### src/rtl/fetch_unit_pkg.sv
// Shared constants, FSM encoding and helpers for the 8-bit RISC fetch stage.
package fetch_unit_pkg;

  localparam int          AW       = 8;
  localparam int          IW       = 16;
  localparam logic [7:0]  RESET_PC = 8'h00;
  localparam logic [7:0]  INC      = 8'd2;

  typedef enum logic [1:0] {
    ST_IDLE = 2'd0,
    ST_REQ  = 2'd1,
    ST_HOLD = 2'd2
  } fetch_state_e;

  // Instructions are halfword aligned, so the low target bit carries no information.
  function automatic logic [AW-1:0] align_target(input logic [AW-1:0] addr);
    return {addr[AW-1:1], 1'b0};
  endfunction

endpackage

### src/rtl/fetch_unit_pc_next_gen.sv
// Sequential-PC adder: pc + INC, wrapping modulo 2^AW.
module pc_next_gen
  import fetch_unit_pkg::*;
(
  input  logic [AW-1:0] pc_i,
  output logic [AW-1:0] pc_next_o
);

  assign pc_next_o = pc_i + INC;

endmodule

### src/rtl/fetch_unit.sv
// Instruction fetch stage: owns the PC, fetches over req/ack, hands off over valid/ready.
// Optional stall-cycle counter enabled by defining FETCH_PERF_EN.
module fetch_unit
  import fetch_unit_pkg::*;
(
  input  logic          clk,
  input  logic          rst,
  output logic          imem_req_o,
  output logic [AW-1:0] imem_addr_o,
  input  logic          imem_ack_i,
  input  logic [IW-1:0] imem_rdata_i,
  input  logic          br_valid_i,
  input  logic [AW-1:0] br_target_i,
  output logic          id_valid_o,
  input  logic          id_ready_i,
  output logic [IW-1:0] id_instr_o,
  output logic [AW-1:0] id_pc_o,
`ifdef FETCH_PERF_EN
  output logic [AW-1:0] id_pc_next_o,
  output logic [15:0]   stall_cnt_o
`else
  output logic [AW-1:0] id_pc_next_o
`endif
);

  fetch_state_e  state_q, state_d;
  logic [AW-1:0] pc_q, pc_d;
  logic [AW-1:0] tgt_q, tgt_d;
  logic          squash_q, squash_d;
  logic          req_q, req_d;
  logic          valid_q, valid_d;
  logic [IW-1:0] instr_q, instr_d;
  logic [AW-1:0] id_pc_q, id_pc_d;
  logic [AW-1:0] id_pc_next_q, id_pc_next_d;
  logic [AW-1:0] pc_inc_s;
  logic [AW-1:0] br_tgt_s;

  pc_next_gen u_pc_next_gen (
    .pc_i      (pc_q),
    .pc_next_o (pc_inc_s)
  );

  assign br_tgt_s = align_target(br_target_i);

  always_ff @(posedge clk or posedge rst) begin
    if (rst) begin
      state_q      <= ST_IDLE;
      pc_q         <= RESET_PC;
      tgt_q        <= RESET_PC;
      squash_q     <= 1'b0;
      req_q        <= 1'b0;
      valid_q      <= 1'b0;
      instr_q      <= {IW{1'b0}};
      id_pc_q      <= {AW{1'b0}};
      id_pc_next_q <= {AW{1'b0}};
    end else begin
      state_q      <= state_d;
      pc_q         <= pc_d;
      tgt_q        <= tgt_d;
      squash_q     <= squash_d;
      req_q        <= req_d;
      valid_q      <= valid_d;
      instr_q      <= instr_d;
      id_pc_q      <= id_pc_d;
      id_pc_next_q <= id_pc_next_d;
    end
  end

  always_comb begin
    state_d      = state_q;
    pc_d         = pc_q;
    tgt_d        = tgt_q;
    squash_d     = squash_q;
    valid_d      = valid_q;
    instr_d      = instr_q;
    id_pc_d      = id_pc_q;
    id_pc_next_d = id_pc_next_q;
    case (state_q)
      ST_IDLE: begin
        state_d = ST_REQ;
      end
      ST_REQ: begin
        if (imem_ack_i) begin
          if (squash_q || br_valid_i) begin
            // The returning word belongs to a squashed path; restart at the newest target.
            pc_d     = br_valid_i ? br_tgt_s : tgt_q;
            squash_d = 1'b0;
          end else begin
            instr_d      = imem_rdata_i;
            id_pc_d      = pc_q;
            id_pc_next_d = pc_inc_s;
            pc_d         = pc_inc_s;
            valid_d      = 1'b1;
            state_d      = ST_HOLD;
          end
        end else if (br_valid_i) begin
          // Address must stay stable until ack, so park the redirect.
          tgt_d    = br_tgt_s;
          squash_d = 1'b1;
        end else begin
          state_d = ST_REQ;
        end
      end
      ST_HOLD: begin
        if (br_valid_i) begin
          valid_d = 1'b0;
          pc_d    = br_tgt_s;
          state_d = ST_REQ;
        end else if (id_ready_i) begin
          valid_d = 1'b0;
          state_d = ST_REQ;
        end else begin
          state_d = ST_HOLD;
        end
      end
      default: begin
        state_d  = ST_IDLE;
        pc_d     = RESET_PC;
        squash_d = 1'b0;
        valid_d  = 1'b0;
      end
    endcase
    req_d = (state_d == ST_REQ);
  end

  assign imem_req_o   = req_q;
  assign imem_addr_o  = pc_q;
  assign id_valid_o   = valid_q;
  assign id_instr_o   = instr_q;
  assign id_pc_o      = id_pc_q;
  assign id_pc_next_o = id_pc_next_q;

`ifdef FETCH_PERF_EN
  logic [15:0] stall_cnt_q, stall_cnt_d;
  logic        stall_s;

  assign stall_s = (req_q & ~imem_ack_i) | (valid_q & ~id_ready_i);

  always_comb begin
    stall_cnt_d = stall_cnt_q;
    if (stall_s && (stall_cnt_q != 16'hFFFF)) begin
      stall_cnt_d = stall_cnt_q + 16'd1;
    end else begin
      stall_cnt_d = stall_cnt_q;
    end
  end

  always_ff @(posedge clk or posedge rst) begin
    if (rst) begin
      stall_cnt_q <= 16'd0;
    end else begin
      stall_cnt_q <= stall_cnt_d;
    end
  end

  assign stall_cnt_o = stall_cnt_q;
`endif

endmodule

### config.mk
export PLATFORM = sky130hd
export DESIGN_NAME = fetch_unit
export DESIGN_NICKNAME = d
export VERILOG_FILES = /design/src/rtl/fetch_unit_pkg.sv /design/src/rtl/fetch_unit_pc_next_gen.sv /design/src/rtl/fetch_unit.sv
export SDC_FILE = /design/constraint.sdc
export NUM_CORES = 1
export LEC_CHECK = 0
export CAP_MARGIN = 20
export CORE_AREA = 5 5 97 99
export DETAILED_ROUTE_END_ITERATION = 6
export DIE_AREA = 0 0 102 104
export MAX_ROUTING_LAYER = met4
export PLACE_DENSITY_LB_ADDON = 0.08
export SYNTH_ARGS = -nofsm -noshare
export SYNTH_HDL_FRONTEND = slang
export SYNTH_SLANG_ARGS = --single-unit
### constraint.sdc
create_clock -name clk -period 4.34 [get_ports clk]
set_clock_uncertainty 0.2 [all_clocks]
set_input_delay 0.868 -clock clk [delete_from_list [all_inputs] [get_ports clk]]
set_output_delay 0.868 -clock clk [all_outputs]
set_load 0.005 [all_outputs]
==> metrics.log <==
[metrics] part of the Yosys area used for sequential elements: 52.9%
[metrics] count of filler cells inserted in the layout: 864
[metrics] gr ovfl total: 0
[metrics] final clock period utilization by the worst path: 63.0%
[metrics] area of all placed cells without fillers: 3330 um^2
[metrics] number of cells on the worst hold path: 2
[metrics] Initial DRC Count: 55
[metrics] Final Setup Violations: 0
[metrics] critical path class: in -> reg
[metrics] total negative slack for setup checks: 0 ns
[metrics] Max VDD drop: 300 uV
[metrics] kind of start point of the critical path: input port
[metrics] layout overhead on the synthesized area: 35.2%
[metrics] final critical delay including setup and external delays: 2.73 ns
[metrics] number of nets produced by synthesis: 294
[metrics] Synth Area per Inst: 9.47 um^2
[metrics] placed cells: 427
[metrics] TritonCTS clock tree: built
[metrics] DIE WIDTH: 102 um
[metrics] total clock buffers created by CTS: 5
[metrics] Reg-to-Reg Start: state_q[1]$_DFF_PP0_
[metrics] Root Buffer Master: clkbuf_8
[metrics] count of final max-slew check failures: 0
[metrics] Hold Crit Endpoint: id_pc_next_o[4]$_DFFE_PP0N_
[metrics] Inserted Diodes: 0
[metrics] die outline area: 10600 um^2
[metrics] DRC violations left: 0
[metrics] ordered list of cells on the worst path: clkdlybuf4s50_1, buf_4, nor3b_4, and2_1, buf_4, nand2_1, nand2_1
[metrics] Global Route Usage Sum: 12.4%
[metrics] largest net degree at the start of global routing: 37
[metrics] Hold WC Path Type: reg -> reg
[metrics] I/O pin count: 71
[metrics] via total after detailed routing: 1988
[metrics] data required time of the critical path: 4.39 ns
[metrics] warning count from the yosys run: 0
[metrics] maximum clock frequency: 366 MHz
[metrics] post-synthesis instance total: 260
[metrics] Post-CTS Setup Inserts: 0
[metrics] total power draw: 2.14 mW
[metrics] hold buffers post-CTS: 0
[metrics] H-tree levels: 2
[metrics] Routed Antenna Nets: 0
[metrics] Post-DP HPWL: 4440 um
[metrics] EDFF count, synth: 0
[metrics] count of maximum capacitance violations: 0
[metrics] floorplan die height: 104 um
[metrics] routability-driven placement congestion ratio: 0.743
[metrics] Finished Layout Cells: 435
[metrics] async set-reset flop share out of synthesis: 100%
[metrics] number of clock sinks: 52
[metrics] most common flop cell mapped by yosys: dfrtp_1
[metrics] Reg2Reg Capture Point: id_pc_o[6]$_DFFE_PP0N_
[metrics] source of the worst hold timing path: id_pc_next_o[4]$_DFFE_PP0N_
[metrics] Worst setup startpoint: br_valid_i
[metrics] outcome: finished clean
[metrics] worst reg-to-reg path cell count: 7
[metrics] setup repair after global routing missed its margin: false
[metrics] post-CTS sizing: 0
[metrics] worst-path fanout max: 21
[metrics] proportion of layout cells with a drive suffix above 1: 7.95%
[metrics] post-CTS clock slew at the launch and capture registers of the worst setup and hold paths: 0.09 ns
[metrics] final net count: 360
[metrics] Critical Path Sink Type: flip-flop
[metrics] DRT Wirelength: 6200 um
[metrics] Leakage Power: 1.50 nW
[metrics] initial antenna violation count: 0
[metrics] area of the core: 8470 um^2
[metrics] flip-flop and latch count after synthesis: 52
[metrics] tightest slew margin relative to the limit: 49.3%
[metrics] Placed Instance Area: 3210 um^2
[metrics] Row Count: 34
[metrics] cell area after synthesis: 2460 um^2
[metrics] detailed-route vias per instance: 4.57
[metrics] number of failing hold endpoints at the final stage: 0
[metrics] first-pass GRT wire length: 10300 um
[metrics] distinct cell type count of the synthesized netlist: 41
[metrics] Slowest Stage Delay on Critical Path: 0.58 ns
[metrics] FF-to-FF setup slack: 1.71 ns
[metrics] Worst-Margin Slew: 0.759 ns
[metrics] number of global-route vias before repair: 2027
[metrics] Initial Utilization: 29.1%
[metrics] power density over cell area: 643 nW/um^2
[metrics] maximum number of buffers from clock root to sink: 2
[metrics] arrival time worst endpoint: 2.78 ns
[metrics] slowest cell on the critical path: and2_1
[metrics] DR WL/cell: 14.3 um
[metrics] Port Buffer Count: 69
[metrics] drt pass-1 iters: 4
[metrics] Clk Latency, worst-skew pair: 0.30 ns
==> cell usage in the layout (no fill, tap or decap), drive strengths merged, types with 3 or more instances in the layout <==
master	synthesis	layout
o2bb2ai	3	3
xnor2	5	5
mux2	5	5
a221oi	3	3
clkbuf	0	6
ha	5	5
dfrtp	52	52
inv	8	8
nor3b	3	3
nor2b	3	3
nand3	4	4
nor2	11	11
nand2	99	99
clkdlybuf4s50	0	69
a31oi	4	4
a21oi	3	3
o21ai	13	13
buf	13	3
and2	5	5
==> state kept, by name, indices dropped and copies added (netlist names) <==
name and cells:
id_pc_o 8, imem_req_o 1, squash_q 1, id_pc_next_o 7, id_valid_o 1, state_q 2
tgt_q 8, id_instr_o 16, imem_addr_o 8
==> kinds of logic after synthesis <==
| kind of cell | Yosys count | synth area share [%] |
|---|---|---|
| compound gates | 41 | 11.8 |
| buf+inv | 21 | 5.39 |
| flops | 52 | 52.9 |
| xor+xnor | 5 | 1.78 |
| mux | 5 | 2.29 |
| simple gates | 131 | 23.3 |
| fa+ha+maj | 5 | 2.54 |
==> per-layer routing <==
metal	wire length (um)	global-route usage (%)	up-vias
met4	59	2.81	0
met1	2890	16.5	928
met3	430	2.62	5
li1	-	-	992
met2	2820	19.3	63
met5	0	-	-
==> worst max-delay path: cells and delay by family <==
kind | cells | cell delay (ns)
AND/OR/NAND/NOR | 4 | 1.01
buffers and inverters | 3 | 0.90
==> report_power, final <==
part           switching, mW  total, mW  internal, mW
sequential             0.153      0.836         0.683
clock                  0.165      0.353         0.189
combinational          0.442      0.951         0.509
total                  0.759       2.14          1.38
==> cells in the mapped netlist (2+ instances only) <==
library cell / number / area (um^2)
and3_1: 2 / 12.5
ha_1: 5 / 62.6
buf_4: 5 / 37.5
o21ai_1: 2 / 10.0
a21oi_1: 3 / 15.0
a222oi_1: 2 / 20.0
nand2_1: 96 / 360
dfrtp_1: 52 / 1300
nand2_2: 3 / 18.8
nand3_1: 3 / 15.0
inv_1: 8 / 30.0
a22o_1: 2 / 17.5
and2_1: 5 / 31.3
o2bb2ai_1: 3 / 26.3
nor2_1: 11 / 41.3
xnor2_1: 5 / 43.8
mux2_2: 5 / 56.3
a2111oi_0: 2 / 17.5
a31oi_1: 4 / 25.0
o21ai_0: 11 / 55.1
buf_2: 4 / 20.0
a221oi_1: 3 / 26.3
buf_6: 4 / 45.0
nor2b_1: 3 / 18.8
==> final cells by class <==
cell class                      count  area [um^2]  area share, %
Sequential cell                    52         1300           39.1
Multi-Input combinational cell    187         1030           30.9
Timing Repair Buffer               72          713           21.4
Tap cell                          108          135           4.06
Clock buffer                        6         82.6           2.48
Clock inverter                      2         38.8           1.17
Inverter                            8         30.0          0.902
==> worst max path at each step <==
stage	to	slack, ns	cells past startpoint
4_1_cts	id_instr_o[2]$_DFFE_PP0N_	1.55	7
3_3_place_gp	id_pc_o[3]$_DFFE_PP0N_	1.23	7
6_report	id_pc_o[6]$_DFFE_PP0N_	1.61	7
3_5_place_dp	id_instr_o[2]$_DFFE_PP0N_	1.22	7
2_1_floorplan	id_instr_o[0]$_DFFE_PP0N_	2.01	1
5_1_grt	id_pc_o[4]$_DFFE_PP0N_	1.41	7
==> metrics by stage <==
stage	utilization [%]	worst slack [ns]	hold slack [ns]
2_1_floorplan	-	2.01	0.250
3_3_place_gp	37.9	1.23	0.255
3_5_place_dp	37.9	1.22	0.263
4_1_cts	39.3	1.55	0.288
5_1_grt	39.3	1.41	0.310
6_report	39.3	1.61	0.278
(Power assumes the default switching activity.)
==> edit 1, RTL diff (same flow settings) <==
The package constant `IW` goes from 16 to 8.
--- a/src/rtl/fetch_unit_pkg.sv
+++ b/src/rtl/fetch_unit_pkg.sv
@@ -3,5 +3,5 @@
 
   localparam int          AW       = 8;
-  localparam int          IW       = 16;
+  localparam int          IW       = 8;
   localparam logic [7:0]  RESET_PC = 8'h00;
   localparam logic [7:0]  INC      = 8'd2;
Ports: changed (resized id_instr_o and imem_rdata_i); port bits go from 71 to 55. No check against the original RTL was run, so the function may have changed too.
==> edit 1 against the original RTL <==
- clock power is 29% lower
- wire length is 16% lower
- total power is 16% lower
- core utilization is 6.3 points lower
- sequential cell count is 8 lower
- hold slack better by 0.0061 ns
- worst setup slack worse by 0.092 ns
- cell area is 16% lower
- non-clock buffer count is 17 lower
- first-iteration DRC count is 18% higher
- global-route usage is 2.0 points lower
- count of clock-buffer cells in the layout stayed put
- area after synthesis is 15% lower
- critical path type unchanged
- largest cell class unchanged
==> edit 1: results (changes against the original RTL) <==
worst-case vdd ir drop=171.8 µV (was 299.6 µV); global-route wire length before repair=8.493 mm (was 10.25 mm); antenna violations before repair=0 (unchanged); clock insertion delay at the later pin of the skew report=0.29 ns; First DRT Iteration DRCs=65 (was 55); Worst Hold Class=flop to flop (unchanged); routability congestion estimate=0.6878 (was 0.7433); H-tree levels=2 (unchanged); overall global routing resource usage=0.1034 (was 0.1236); Post-synth ARST share=1.000 (unchanged); number of cells on the worst reg-to-reg path=6 (was 7); Yosys Warn Count=0 (unchanged); largest stage delay on the critical path=0.72 ns (was 0.58 ns); Vias=1,575 (was 1,988); number of nets in the layout=267 (was 360); top metal layer carrying routed signals=met4 (unchanged); net switching share of the total power=0.3471 (was 0.3546); detailed-route wire length on metal 1=2.672 mm (was 2.892 mm); unique cell type count in the Yosys netlist=37 (was 41); Port Buffers=53 (was 69); largest fanout of any net on the critical path=29 (was 21); largest net degree at the start of global routing=45 (was 37); number of stages on the worst hold path=2 (unchanged); Clock Root Buffer=clkbuf_8 (unchanged); total leakage power=1.148 nW (was 1.501 nW); overall routed net length=5.184 mm (was 6.201 mm); Via-to-Cell Ratio=4.513 (was 4.570); Gates resized, CTS repair=0 (unchanged); post-synthesis net count=215 (was 294); placed insts=341 (was 427); share of cells above drive strength 1=0.1494 (was 0.07951); result of the run=complete, no violations (unchanged); cell types with the largest area share after synthesis=dfrtp_1 52%, mux2_2 12%, nand2_1 3.2% (was dfrtp_1 53%, nand2_1 15%, ha_1 2.5%); clock edge transition at the registers on the reported setup and hold paths=0.08 ns; worst-case setup slack after placement=1.162 ns (was 1.218 ns); data arrival time at the worst-slack endpoint=2.81 ns (was 2.78 ns); number of buffers created by CTS=5 (unchanged); most used standard cells in the synthesized netlist=44 x dfrtp_1, 23 x mux2_2, 18 x nand2_1 (was 96 x nand2_1, 52 x dfrtp_1, 11 x nor2_1, 11 x o21ai_0, 8 x inv_1); fill cell total of the finished layout=879 (was 864); met2 routed wirelength=2.104 mm (was 2.819 mm); sequential fraction of the synthesis area=0.5244 (was 0.5287); Slew Limit Headroom=0.5901 (was 0.4934); worst-case clock buffer depth=2 (unchanged); amount of wire on met3 after detailed routing=345 µm (was 430 µm); number of global-route vias before repair=1,538 (was 2,027); count of mapped cells out of synthesis=189 (was 260); dpl cell area=2698 µm² (was 3207 µm²); HPWL after detailed placement=3.703 mm (was 4.435 mm); slowest library cell on the worst path=clkdlybuf4s50_1 (was and2_1)
-- edit 1: power by group through the flow --
stage               combinational (mW)  clock (mW)  sequential, mW
floorplan                        0.472           0           0.703
global placement                 0.846           0           0.727
detailed placement               0.847           0           0.728
CTS                              0.851       0.264           0.720
global route                     0.928       0.277           0.746
finish                           0.840       0.250           0.715
-- edit 1: kinds of logic (layout without fill, tap and decap cells) --
kind of cell,after synthesis,in the layout,synth area share
flip-flops,44,44,0.5244
multiplexers,23,23,0.1234
AND/OR/NAND/NOR,55,55,0.1281
adder cells (fa/ha/maj),5,5,0.02980
XOR/XNOR,5,5,0.02086
buffers and inverters,16,68,0.04648
AO/OA/AOI/OAI,41,41,0.1269
-- edit 1: per-stage QoR --
step / util / power (mW)
floorplan: - / 1.175
global placement: 0.3187 / 1.573
detailed placement: 0.3187 / 1.576
CTS: 0.3278 / 1.835
global route: 0.3302 / 1.952
finish: 0.3302 / 1.804
-- edit 1: worst max-delay path: cells and delay by family --
family	cells	cell delay, ns
simple gates	2	0.50
mux	1	0.38
buf+inv	2	1.04
-- edit 1: per-layer routing --
layer,up-vias,global-route usage
li1,775,-
met1,748,0.1598
met2,46,0.1328
met3,6,0.02414
met4,0,0.02812
met5,-,-
-- edit 1: layout make-up --
cell class / count / share of cell area
multi-input combinational: 129 / 0.3223
inverter: 6 / 0.008057
timing repair buffer: 55 / 0.1996
clock inverter: 1 / 0.001791
clock buffer: 6 / 0.02596
tap: 108 / 0.04834
sequential: 44 / 0.3939
-- edit 1: worst paths after layout --
kind	from	end	slack [ns]
worst min register to register	tgt_q[4]	tgt_q[4]	0.28
worst max-delay path	br_valid_i	id_instr_o[5]	1.52
worst min-delay path	tgt_q[4]	tgt_q[4]	0.28
max in group asynchronous	rst	state_q[1]	2.87
min in group asynchronous	rst	id_instr_o[2]	0.61
worst max register to register	state_q[1]	id_instr_o[5]	1.89
==> edit 2, RTL diff (config.mk and constraints unchanged) <==
Made on the original files. Re-encode `fetch_state_e` (3 states) as one-hot, 3 bits wide.
--- a/src/rtl/fetch_unit_pkg.sv
+++ b/src/rtl/fetch_unit_pkg.sv
@@ -7,8 +7,8 @@
   localparam logic [7:0]  INC      = 8'd2;
 
-  typedef enum logic [1:0] {
-    ST_IDLE = 2'd0,
-    ST_REQ  = 2'd1,
-    ST_HOLD = 2'd2
+  typedef enum logic [2:0] {
+    ST_IDLE = 3'b001,
+    ST_REQ  = 3'b010,
+    ST_HOLD = 3'b100
   } fetch_state_e;
 
Check against the original RTL: no difference found for any inputs over 10 cycles, from zero or initial values and one cycle with rst high; not proved beyond that.
==> edit 2 against the original RTL <==
- global-route usage down 0.20 points
- synthesized cell count down 18%
- total power down 3.5%
- wire length down 2.9%
- die area unchanged
- cell area up 1.4%
- final cell count down 11%
- worst setup slack worse by 0.11 ns
- sequential cell count up 1
- area after synthesis up 0.71%
- hold slack better by 0.010 ns
- largest cell class unchanged
==> edit 2: results (changes against the original RTL) <==
Post-synth ARST share=1.000 (unchanged); number of detailed-route iterations in the first pass=5 (was 4); multiplexer fraction of the synthesized cell area=0.1590 (was 0.02288); Yosys Warn Count=0 (unchanged); cell types with the largest area share after synthesis=dfrtp_1 52%, mux2_2 12%, mux2_4 3.6% (was dfrtp_1 53%, nand2_1 15%, ha_1 2.5%); overall global routing resource usage=0.1216 (was 0.1236); number of nets in the layout=308 (was 360); final antenna diode count=0 (unchanged); Via-to-Cell Ratio=4.793 (was 4.570); Critical R2R Capture=id_pc_o[5] (was id_pc_o[6]); slowest library cell on the worst path=nor4b_1 (was and2_1); unique cell type count in the Yosys netlist=39 (was 41); routability congestion estimate=0.7617 (was 0.7433); number of cells on the worst reg-to-reg path=4 (was 7); number of buffers created by CTS=5 (unchanged); worst setup path startpoint=imem_ack_i (was br_valid_i); worst-case vdd ir drop=199.7 µV (was 299.6 µV); average routed wire per standard cell=15.60 µm (was 14.26 µm); HPWL after detailed placement=4.223 mm (was 4.435 mm); xor and xnor fraction of the mapped netlist area=0.02120 (was 0.01779); share of cells above drive strength 1=0.1727 (was 0.07951); adder-cell share of the synthesized area=0.005048 (was 0.02542); Slew Limit Headroom=0.4758 (was 0.4934); number of global-route vias before repair=1,844 (was 2,027); largest net degree at the start of global routing=48 (was 37); largest stage delay on the critical path=0.72 ns (was 0.58 ns); largest fanout of any net on the critical path=11 (was 21); compound-cell area share of the yosys netlist=0.1181 (was 0.1179); sequential fraction of the synthesis area=0.5356 (was 0.5287); internal reg-to-reg setup slack=1.82 ns (was 1.71 ns); most used standard cells in the synthesized netlist=52 x dfrtp_1, 27 x mux2_2, 16 x o21ai_0 (was 96 x nand2_1, 52 x dfrtp_1, 11 x nor2_1, 11 x o21ai_0, 8 x inv_1); endpoint of the most critical setup path=imem_addr_o[1] (was id_pc_o[6]); result of the run=complete, no violations (unchanged); post-synthesis net count=243 (was 294); global-route wire length before repair=9.929 mm (was 10.25 mm); data arrival time at the worst-slack endpoint=2.84 ns (was 2.78 ns); total leakage power=1.415 nW (was 1.501 nW); antenna violations before repair=0 (unchanged); First DRT Iteration DRCs=88 (was 55); share of the cycle needed by the critical path after routing=0.6553 (was 0.6296)
edit 2: changes by cell type in the layout (fill, tap and decap cells not counted), sizes merged, moves of 4 or more:
cell / delta
nand2: -88
mux2: +28
a211oi: +4
ha: -4
o22ai: +4
edit 2: critical path, delay by kind of cell:
| family | cells | cell delay, ns |
|---|---|---|
| AND/OR/NAND/NOR | 2 | 0.79 |
| AO/OA/AOI/OAI | 2 | 0.60 |
| buffers and inverters | 1 | 0.58 |
edit 2: how the worst min path moves through the flow:
stage	slack (ns)	to	start	cells after the start
floorplan	0.24	tgt_q[1]	tgt_q[1]	2
global placement	0.26	tgt_q[1]	tgt_q[1]	2
detailed placement	0.27	tgt_q[0]	tgt_q[0]	1
CTS	0.30	id_pc_next_o[6]	id_pc_next_o[6]	2
global route	0.31	tgt_q[0]	tgt_q[0]	1
finish	0.29	id_pc_next_o[6]	id_pc_next_o[6]	2
edit 2: per-layer routing:
metal | GRT usage | up-vias | share of wire
met5 | - | - | 0
met4 | 0.02812 | 0 | 0.0093
met3 | 0.02482 | 4 | 0.050
met2 | 0.1890 | 51 | 0.47
met1 | 0.1630 | 901 | 0.47
li1 | - | 894 | -
edit 2: per-stage QoR:
stage	cells	hold slack [ns]	power, mW	area [µm²]	setup WS, ns
CTS	385	0.2974	2.098	3353	1.567
detailed placement	378	0.2733	1.754	3249	1.234
global route	386	0.3055	2.226	3373	1.345
floorplan	213	0.2424	1.307	2479	1.987
global placement	378	0.2649	1.740	3249	1.264
finish	386	0.2880	2.066	3373	1.496
edit 2: cell families (layout without fill, tap and decap cells):
logic type	Yosys count	after routing
simple gates	55	55
flops	53	53
compound gates	45	45
mux	33	33
buf+inv	20	85
xor+xnor	6	6
fa+ha+maj	1	1
edit 2: cell type report:
cell class                      instances  area (µm²)
Multi-Input combinational cell        140        1055
Sequential cell                        53        1328
Tap cell                              108       135.1
Inverter                                5       18.77
Timing Repair Buffer                   73       733.2
Fill cell                             838        5092
Clock buffer                            5       68.82
Clock inverter                          2       35.03
edit 2: power by group:
part	leakage, nW	internal, mW	switching (mW)	total, mW
clock	0.0540	0.168	0.166	0.334
sequential	0.675	0.703	0.172	0.875
combinational	0.686	0.551	0.305	0.856
